### src/rtl/arm_flags_pkg.sv
// Shared NZCV flag types and ARM condition encodings.
// Used by nzcv_flag_pipe and cond_eval.
package arm_flags_pkg;

  typedef struct packed {
    logic N;
    logic Z;
    logic C;
    logic V;
  } nzcv_t;

  typedef enum logic [3:0] {
    COND_EQ = 4'h0,
    COND_NE = 4'h1,
    COND_CS = 4'h2,
    COND_CC = 4'h3,
    COND_MI = 4'h4,
    COND_PL = 4'h5,
    COND_VS = 4'h6,
    COND_VC = 4'h7,
    COND_HI = 4'h8,
    COND_LS = 4'h9,
    COND_GE = 4'hA,
    COND_LT = 4'hB,
    COND_GT = 4'hC,
    COND_LE = 4'hD,
    COND_AL = 4'hE,
    COND_NV = 4'hF
  } cond_e;

  localparam nzcv_t NZCV_RESET = 4'b0000;

endpackage

### src/rtl/cond_eval.sv
// Combinational ARM condition evaluator.
// Ports: flags (nzcv_t in), code (cond_e in), taken (out).
module cond_eval
  import arm_flags_pkg::*;
(
  input  nzcv_t flags,
  input  cond_e code,
  output logic  taken
);

  logic ge;
  assign ge = (flags.N == flags.V);

  always_comb begin
    taken = 1'b0;
    unique case (code)
      COND_EQ: taken = flags.Z;
      COND_NE: taken = !flags.Z;
      COND_CS: taken = flags.C;
      COND_CC: taken = !flags.C;
      COND_MI: taken = flags.N;
      COND_PL: taken = !flags.N;
      COND_VS: taken = flags.V;
      COND_VC: taken = !flags.V;
      COND_HI: taken = flags.C && !flags.Z;
      COND_LS: taken = !flags.C || flags.Z;
      COND_GE: taken = ge;
      COND_LT: taken = !ge;
      COND_GT: taken = !flags.Z && ge;
      COND_LE: taken = flags.Z || !ge;
      // NV behaves as always in ARMv8
      COND_AL: taken = 1'b1;
      COND_NV: taken = 1'b1;
      default: taken = 1'b0;
    endcase
  end

endmodule

### src/rtl/nzcv_flag_pipe.sv
// NZCV derive, EX/MEM flag entry, architectural commit and B.cond eval.
// Ports: clk, reset (sync high), ex_* producer, stall, flush, cond_* query,
//   flags_arch, flags_pending. Macro FLAG_FWD_EN enables pend_f forwarding.
module nzcv_flag_pipe
  import arm_flags_pkg::*;
#(
  parameter int WIDTH = 64
) (
  input  logic             clk,
  input  logic             reset,
  input  logic             ex_valid,
  input  logic             ex_set_flags,
  input  logic [WIDTH-1:0] ex_result,
  input  logic             ex_overflow,
  input  logic             ex_cout,
  input  logic             stall,
  input  logic             flush,
  input  logic             cond_valid,
  input  logic [3:0]       cond_code,
  output logic             cond_taken,
  output logic             cond_hold,
  output logic [3:0]       flags_arch,
  output logic             flags_pending
);

  nzcv_t ex_f;
  nzcv_t pend_f_q, pend_f_d;
  nzcv_t arch_q, arch_d;
  nzcv_t eval_f;
  logic  pend_v_q, pend_v_d;
  logic  producer;
  logic  raw_taken;
  logic  hold;

  assign producer = ex_valid && ex_set_flags;

  always_comb begin
    ex_f.N = ex_result[WIDTH-1];
    ex_f.Z = (ex_result == '0);
    ex_f.C = ex_cout;
    ex_f.V = ex_overflow;
  end

  // Flush kills both the pending entry and any producer now in EX,
  // and wins over stall.
  always_comb begin
    pend_v_d = pend_v_q;
    pend_f_d = pend_f_q;
    arch_d   = arch_q;
    if (flush) begin
      pend_v_d = 1'b0;
    end else if (!stall) begin
      if (pend_v_q) arch_d = pend_f_q;
      pend_v_d = producer;
      if (producer) pend_f_d = ex_f;
    end
  end

  always_ff @(posedge clk) begin
    if (reset) begin
      pend_v_q <= 1'b0;
      pend_f_q <= NZCV_RESET;
      arch_q   <= NZCV_RESET;
    end else begin
      pend_v_q <= pend_v_d;
      pend_f_q <= pend_f_d;
      arch_q   <= arch_d;
    end
  end

`ifdef FLAG_FWD_EN
  assign eval_f = pend_v_q ? pend_f_q : arch_q;
  assign hold   = cond_valid && producer;
`else
  // Without forwarding, wait until the pending entry has committed.
  assign eval_f = arch_q;
  assign hold   = cond_valid && (producer || pend_v_q);
`endif

  cond_eval u_cond_eval (
    .flags (eval_f),
    .code  (cond_e'(cond_code)),
    .taken (raw_taken)
  );

  assign cond_hold     = hold;
  assign cond_taken    = cond_valid && !hold && raw_taken;
  assign flags_arch    = arch_q;
  assign flags_pending = pend_v_q;

endmodule
### config.mk
export PLATFORM = sky130hd
export DESIGN_NAME = nzcv_flag_pipe
export DESIGN_NICKNAME = d
export VERILOG_FILES = /design/src/rtl/arm_flags_pkg.sv /design/src/rtl/cond_eval.sv /design/src/rtl/nzcv_flag_pipe.sv
export SDC_FILE = /design/constraint.sdc
export NUM_CORES = 1
export LEC_CHECK = 0
export CORE_MARGIN = 2
export CORE_UTILIZATION = 27
export DETAILED_ROUTE_END_ITERATION = 10
export GPL_TIMING_DRIVEN = 0
export PLACE_DENSITY = 0.85
export SYNTH_ARGS = -nofsm -noshare
export SYNTH_HDL_FRONTEND = slang
export SYNTH_SLANG_ARGS = --single-unit
### constraint.sdc
create_clock -name clk -period 2.3 [get_ports clk]
set_input_delay 0.345 -clock clk [delete_from_list [all_inputs] [get_ports clk]]
set_output_delay 0.345 -clock clk [all_outputs]
set_load 0.02 [all_outputs]
# Word level (Yosys, flattened, before mapping)
# Index checks and enable logic that the tools add are counted.
[totals]
mem_bits_rw = 0
mem_count = 0
out_inout_bits = 7
input_bits = 77
latchBits = 0
elab_cells = 49
rom_bits = 0
regBits = 9
[op_classes]
n_reduce_logical = 21
mul = 0
shift = 0
n_mux = 1
n_lt_le_gt_ge = 0
n_addsub = 0
eq_ne = 16
div_mod_pow = 0
bitwise = 2
[ops]
columns = ["op", "count"]
rows = [
  ["64-bit logical NOT", 1],
  ["4-bit equality test (second input constant)", 8],
  ["4-bit by 3-bit equality test with 1-bit output (second input constant)", 4],
  ["1-bit one-hot mux with 15 select lines", 1],
  ["4-bit by 2-bit equality test with 1-bit output (second input constant)", 2],
  ["1-bit logical AND", 6],
  ["1-bit logical NOT", 6],
  ["3-bit AND reduction", 2],
  ["4-bit by 1-bit equality test with 1-bit output (second input constant)", 1],
  ["4-bit logical NOT", 1],
  ["2-bit OR reduction", 2],
  ["1-bit logical OR", 3],
  ["1-bit inverter", 2],
  ["1-bit equality test", 1],
]

# Longest topological paths before layout
# Gate-level depths: netlist of the first run.
[depth]
word_depth = 6
mapped_depth = 6
mapped_depth_nobuf = 5

# By module
# A second synthesis of the first run with hierarchy kept.
[unflattened]
hier_cells = 87
hier_area_um2 = 720.7
[by_module_without_submodules]
columns = ["module", "instances", "cells_per_inst", "seq_area_each_um2", "area_per_inst_um2"]
rows = [
  ["nzcv_flag_pipe", 1, 58, 180.2, 519.2],
  ["cond_eval", 1, 29, 0.0, 201.4],
]

# Worst setup path after synthesis of the first run
# No wires, ideal clock.
[synth_path]
kind = "reg-to-output"
startpoint = "register arch_q, in the netlist flags_arch[3]"
endpoint = "output cond_taken"
arrival_ns = 1.569
path_slack_ns = 0.386
path_stages_with_launch = 6
n_path_buf = 0
t_required_ns = 1.955
cell_sequence = "dfxtp_1 > nor2_1 > a221o_1 > a221o_1 > o2111ai_1 > a21oi_1"
[synth_between]
elab_chain_len = 5
word_cells_on_any_way = 7
classes_between = "eq/ne (1); mux (1); reduce/logical (5)"
[synth_lines]
columns = ["item", "line", "source"]
rows = [
  ["from (decl)", "nzcv_flag_pipe.sv:28", "nzcv_t arch_q, arch_d;"],
  ["from (signal assigned)", "nzcv_flag_pipe.sv:67", "arch_q <= arch_d;"],
  ["1-bit equality test", "cond_eval.sv:12", "assign ge = (flags.N == flags.V);"],
  ["1-bit logical NOT", "cond_eval.sv:28, cond_eval.sv:30", ""],
  ["1-bit logical OR", "cond_eval.sv:30", "COND_LE: taken = flags.Z || !ge;"],
  ["1-bit one-hot mux with 15 select lines *", "cond_eval.sv:16", "unique case (code)"],
  ["1-bit logical AND *", "nzcv_flag_pipe.sv:87", "assign cond_taken = cond_valid && !hold && raw_taken;"],
  ["to (decl)", "nzcv_flag_pipe.sv:20", "output logic cond_taken,"],
]
# Every way passes the cells marked *; elsewhere a longest branch is shown, timed or not.

# Worst setup path in the final report of the first run
[layout_path]
startpoint = "input cond_code[1]"
endpoint = "output cond_taken"
[layout_between]
elab_chain_len = 4
word_cells_on_any_way = 19
classes_between = "eq/ne (15); mux (1); reduce/logical (3)"
[layout_lines]
columns = ["item", "line", "source"]
rows = [
  ["from (decl)", "nzcv_flag_pipe.sv:19", "input logic [3:0] cond_code,"],
  ["4-bit equality test", "cond_eval.sv:16", ""],
  ["2-bit OR reduction (no source line)", "--", ""],
  ["1-bit one-hot mux with 15 select lines *", "cond_eval.sv:16", ""],
  ["1-bit logical AND *", "nzcv_flag_pipe.sv:87", ""],
]
# Marks and branches as above.

==> impl_metrics.json, run 1 <==
{
  "gp_congestion": 0.7100,
  "post-route-util": 0.6909,
  "finalSetupViolations": 0,
  "p_leak_nw": 0.5352,
  "dpl.hpwl_mm": 2.492,
  "fin_skew_ns": 0.001932,
  "synthTopCellsByArea": "dfxtp_1 (28%), nor4_1 (16%), mux2i_1 (12%), nor2_1 (6.3%), a21oi_1 (5.4%)",
  "core_area_um2": 2255,
  "place_area_um2": 1509,
  "cts_buffer_depth": 2,
  "area_growth_syn_to_layout_pct": 138.5,
  "fin_crit_ns": 2.213,
  "drt_iter0_drc": 5,
  "fmax_mhz": 451.8,
  "wl_per_cell_um": 14.01,
  "die_area_um2": 2829,
  "initial_core_util": 0.2897,
  "arrival_ns": 1.87,
  "grt_pass1_vias": 1038,
  "critPathLaunchType": "input port",
  "cp-end-kind": "primary output",
  "irDropWorstVdd_mv": 0.2008,
  "synth_largest_area_cell": "dfxtp_1",
  "final_area_um2": 1558,
  "cts-buffers-inserted": 3,
  "ys_seq_area_frac": 0.2759,
  "grt_max_degree": 10,
  "netlist_area_um2": 653.1,
  "worstPathCellList": "dlygate4sd2_1 -> inv_1 -> a221o_1 -> a221o_1 -> o2111ai_2 -> a21oi_1 -> buf_4",
  "pre_cts_ws_ns": -0.5524,
  "r2r_cells": 3,
  "clock-sinks": 9,
  "reg2reg_from": "flags_pending",
  "cts_htree_levels": 1,
  "synth.distinct_cells": 26,
  "r2r-end": "flags_arch[1]",
  "cts_root_buf": "clkbuf_4",
  "diodes": 0,
  "globalRouteOverflowTotal": 0,
  "grt_pass1_wl_mm": 4.133,
  "path_buf_inv": 3,
  "period_share": 0.9622,
  "worstPathRequired_ns": 1.96,
  "path_clk_slew_ns": 0.06,
  "cts_tree": "built",
  "portBuffers": 82,
  "die_y_um": 53.19,
  "holdPathEnd": "flags_arch[3]",
  "hold_depth": 2,
  "insertion_delay_ns": 0.26,
  "cp_common_cell": "a221o_1",
  "path_class": "input port to primary output",
  "antenna_left": 0,
  "cp_slowest_cell": "dlygate4sd2_1",
  "synth.top_cell.area_share": 0.2759,
  "syn_avg_cell_area_um2": 7.775,
  "setup_tns_ns": 0,
  "worstHoldStart": "reset",
  "grt_use_total": 0.2081,
  "drive_gt1_frac": 0.06395,
  "routed_via_density": 5.295,
  "hold_buffers": 0,
  "syn-num-nets": 161,
  "cpLargestDelayFamily": "compound AO/OA/AOI/OAI gates",
  "synthesis.instances": 84,
  "rsz0062_at_grt": "no",
  "num-nets-final": 250,
  "ios": 84,
  "tightest_slew_ns": 0.7493,
  "cp_slowest_stage_delay_ns": 0.34,
  "slew-limit-headroom": 0.4966,
  "firstDrtPassIters": 4,
  "maxCapViolCount": 0,
  "hold_path_class": "input port to flip-flop",
  "totalWireLength_mm": 2.801,
  "num_vias": 1059,
  "setup_slack_ns": 0.08684,
  "dieWidth_um": 53.19,
  "yosysWarnings": 0,
  "synth.ff_latch_count": 9,
  "hold_viol_final": 0,
  "drc_errors": 0,
  "worstPathMaxFanout": 8,
  "grt_antenna_before_repair": 0,
  "final-max-slew-violation-count": 0,
  "reg2reg_slack_ns": 1.12,
  "rows": 17,
  "status": "finished, final reports clean",
  "power_density_nw_per_um2": 295.2
}
==> cell families after synthesis <==
family          share of synthesized area
compound gates                     0.1590
xor+xnor                          0.02682
buf+inv                           0.01914
flops                              0.2759
mux                                0.1226
simple gates                       0.3966
==> synthesized netlist by cell type <==
cell type  number
nor3_1          2
xor2_1          1
o31ai_1         2
a21oi_1         7
xnor2_1         1
or2_2           1
a22oi_1         1
buf_2           1
nand4_1         4
dfxtp_1         9
clkbuf_1        1
nor2_1         11
nand3_1         2
nor2b_1         1
a221o_1         2
or3b_1          1
inv_1           1
o211ai_1        1
nand2_1         3
mux2i_1         8
nor4_1         17
nand2b_1        1
o2111ai_1       1
nor3b_2         1
or4_1           2
o21ai_0         2
==> where the power goes <==
| group | switching, mW | internal, mW | leakage, nW |
|---|---|---|---|
| logic | 0.0503 | 0.133 | 0.447 |
| clock network | 0.0513 | 0.0666 | 0.0150 |
| registers | 0.000893 | 0.157 | 0.0731 |
| total | 0.102 | 0.357 | 0.535 |
==> layout make-up <==
class	count	area, um2
Buffer	2	15.01
Clock buffer	4	26.28
Fill cell	196	696.9
Inverter	1	3.754
Multi-Input combinational cell	72	466.7
Sequential cell	9	181.4
Tap cell	28	35.03
Timing Repair Buffer	84	829.5
==> timing repair <==
item                                   in CTS  in global routing
endpoints found under the hold margin       0                  0
setup endpoints to repair                   1                  1
pin swaps                                   2                  0
setup buffers                               2                  0
resized for setup                          11                  1
==> per-stage QoR <==
step	cells	total power [mW]	hold WS (ns)
4_1_cts	200	0.4652	0.4420
3_5_place_dp	194	0.3425	0.4702
5_1_grt	200	0.4842	0.4562
6_report	200	0.4599	0.4381
2_1_floorplan	84	0.1964	0.4243
3_3_place_gp	194	0.3377	0.4575
==> layer usage <==
layer  wire, um  GRT usage  vias to the layer above
met2       1490     0.3979                       64
met4        159     0.1838                        0
met1        824     0.1553                      469
met5          0          0                        -
li1           -          -                      512
met3        327    0.07910                       14
==> how the worst max path moves through the flow <==
stage / from / cells past startpoint / slack, ns / to
final: cond_code[1] / 7 / 0.09 / cond_taken
after detailed placement: cond_code[2] / 7 / -0.55 / cond_taken
after floorplan: flags_arch[3] / 5 / 0.39 / cond_taken
after global placement: cond_code[2] / 7 / -0.53 / cond_taken
after global routing: cond_code[1] / 7 / 0.02 / cond_taken
after CTS: flags_arch[3] / 6 / 0.09 / cond_taken
==> layout by cell type, fill, tap and decap left out, types with 3 or more instances in the layout <==
master,count
a21oi_1,7
buf_4,3
clkbuf_4,3
clkdlybuf4s50_1,78
dfxtp_1,8
dlygate4sd2_1,3
mux2i_1,8
nand2_1,3
nand4_1,4
nor2_1,11
nor4_1,17
==> sequential cells by signal (all words and copies together) (netlist names) <==
register	cells
flags_arch	4
flags_pending	1
pend_f_q	4
No activity file was read; power rests on OpenSTA's default activity.
==> inputs of run 2 (changes only) <==
--- a/config.mk
+++ b/config.mk
@@ -5,11 +5,13 @@
 export SDC_FILE = /design/constraint.sdc
 export NUM_CORES = 1
 export LEC_CHECK = 0
+export CELL_PAD_IN_SITES_DETAIL_PLACEMENT = 1
+export CELL_PAD_IN_SITES_GLOBAL_PLACEMENT = 2
 export CORE_MARGIN = 2
-export CORE_UTILIZATION = 27
+export CORE_UTILIZATION = 12
 export DETAILED_ROUTE_END_ITERATION = 10
 export GPL_TIMING_DRIVEN = 0
-export PLACE_DENSITY = 0.85
+export PLACE_DENSITY_LB_ADDON = 0.1
 export SYNTH_ARGS = -nofsm -noshare
 export SYNTH_HDL_FRONTEND = slang
 export SYNTH_SLANG_ARGS = --single-unit
==> constraint.sdc (replaced) <==
create_clock -name clk -period 2.3 [get_ports clk]
set_input_delay 0.345 -clock clk [delete_from_list [all_inputs] [get_ports clk]]
set_output_delay 0.345 -clock clk [all_outputs]
set_load 0.005 [all_outputs]
==> run 2 against run 1 <==
Worst setup slack improved by 0.031 ns. Sequential cell count unchanged. Critical path depth unchanged. Combinational power decreased by 3%. Sequential power about the same.
==> impl_metrics.json, run 2 (synthesis results as in run 1) <==
{
  "hold_viol_final": 0,
  "arrival_ns": 1.84,
  "slew-limit-headroom": 0.4803,
  "dieWidth_um": 77.78,
  "diodes": 0,
  "ios": 84,
  "power_density_nw_per_um2": 316.1,
  "cp-end-kind": "primary output",
  "worstHoldStart": "pend_f_q[2]",
  "area_growth_syn_to_layout_pct": 150.2,
  "fin_crit_ns": 2.182,
  "maxCapViolCount": 0,
  "grt_max_degree": 10,
  "fin_skew_ns": 0.0006784,
  "n_fill_cell": 596,
  "path_clk_slew_ns": 0.04,
  "antenna_left": 0,
  "status": "finished, final reports clean",
  "globalRouteOverflowTotal": 0,
  "setup_tns_ns": 0,
  "totalWireLength_mm": 3.427,
  "cp_common_cell": "a221o_1",
  "die_y_um": 77.78,
  "grt_pass1_vias": 1209,
  "rows": 26,
  "worstPathCellList": "dlygate4sd2_1 -> buf_6 -> a221o_1 -> a221o_1 -> o2111ai_2 -> a21oi_1 -> clkdlybuf4s15_1",
  "p_leak_nw": 0.5411,
  "worstPathRequired_ns": 1.96,
  "grt_antenna_before_repair": 0,
  "wl_per_cell_um": 14.22,
  "insertion_delay_ns": 0.23,
  "num-nets-final": 249,
  "hold_path_class": "flip-flop to flip-flop",
  "portBuffers": 82,
  "initial_core_util": 0.1263,
  "path_buf_inv": 3,
  "num_vias": 1028,
  "rsz0062_at_grt": "no",
  "cp_slowest_cell": "a221o_1",
  "place_area_um2": 1562,
  "cts_tree": "built",
  "critPathLaunch": "cond_code[3]",
  "period_share": 0.9489,
  "cts-buffers-inserted": 3,
  "core_area_um2": 5172,
  "whs_ns": 0.4677,
  "clock-sinks": 9,
  "drc_errors": 0,
  "die_area_um2": 6049,
  "grt_pass1_wl_mm": 5.540,
  "layout_common_cells": "clkdlybuf4s50_1 (77), nor4_1 (17), nor2_1 (11)",
  "drive_gt1_frac": 0.08187,
  "worstPathMaxFanout": 7,
  "fmax_mhz": 458.2,
  "critPathLaunchType": "input port",
  "cp_slowest_stage_delay_ns": 0.36,
  "irDropWorstVdd_mv": 0.1612,
  "path_class": "input port to primary output",
  "dp_cells": 236,
  "worst-path-stages": 7,
  "cts_root_buf": "clkbuf_8",
  "reg2reg_from": "flags_pending",
  "final_area_um2": 1634,
  "drt_iter0_drc": 3,
  "hold_depth": 2,
  "cpLargestDelayFamily": "compound AO/OA/AOI/OAI gates",
  "gp_congestion": 0.6903,
  "finalSetupViolations": 0,
  "cts_buffer_depth": 2,
  "final_common_cell": "clkdlybuf4s50_1",
  "dpl.hpwl_mm": 3.090,
  "hold_buffers": 0,
  "cts_htree_levels": 1,
  "r2r_cells": 3,
  "firstDrtPassIters": 4,
  "grt_use_total": 0.1139,
  "final-max-slew-violation-count": 0,
  "final_cells": 241,
  "routed_via_density": 4.266,
  "tightest_slew_ns": 0.7736
}
-- run 2: power breakdown --
group / leakage (nW) / internal, mW / switching (mW)
sequential: 0.0743 / 0.156 / 0.00102
clock: 0.0228 / 0.121 / 0.0601
combinational: 0.444 / 0.132 / 0.0470
-- run 2: tightest hold or removal path, delay by kind of cell (launching register included) --
kind	cells	cell delay, ns
flip-flops	1	0.30
AO/OA/AOI/OAI	1	0.05
AND/OR/NAND/NOR	1	0.06
-- run 2: repair_timing --
item / 4_1_cts / 5_1_grt
buffers inserted: 1 / 0
setup endpoints to repair: 1 / 1
resized for setup: 11 / 9
pin swaps: 2 / 3
-- run 2: area by class of cell --
cell class	count	area [um2]	area share
Buffer	2	15.01	0.009188
Clock buffer	4	45.04	0.02757
Inverter	1	3.754	0.002297
Multi-Input combinational cell	72	474.2	0.2902
Sequential cell	9	187.7	0.1149
Tap cell	70	87.58	0.05360
Timing Repair Buffer	83	820.8	0.5023
-- run 2: final timing paths --
check / endpoint / slack, ns
max: cond_taken / 0.12
min: pend_f_q[2] / 0.47
max reg2reg: flags_arch[0] / 1.06
min reg2reg: pend_f_q[2] / 0.47
-- run 2: per-stage QoR --
step	total power, mW	setup WS [ns]	util
6_report	0.5166	0.1175	0.3159
5_1_grt	0.5458	0.02847	0.3159
4_1_cts	0.5254	0.04005	0.3130
3_5_place_dp	0.3411	-0.4968	0.3019
3_3_place_gp	0.3360	-0.4717	0.3019
2_1_floorplan	0.1932	0.5616	-
-- run 2: per-layer routing --
layer	vias to the layer above	routed length [um]	share of wire	global-route usage
met5	-	0	0	0
met3	2	119	0.035	0.01163
li1	512	-	-	-
met4	0	14	0.0041	0.02679
met1	485	1205	0.35	0.1239
met2	29	2087	0.61	0.2302
==> inputs of run 3 (changes only) <==
--- a/config.mk
+++ b/config.mk
@@ -9,6 +9,7 @@
 export CELL_PAD_IN_SITES_GLOBAL_PLACEMENT = 2
 export CORE_MARGIN = 2
 export CORE_UTILIZATION = 12
+export CTS_CLUSTER_DIAMETER = 120
 export DETAILED_ROUTE_END_ITERATION = 10
 export GPL_TIMING_DRIVEN = 0
 export PLACE_DENSITY_LB_ADDON = 0.1
==> results of run 3 <==
No change in the layout: final DEF, timing and power equal those of run 2.
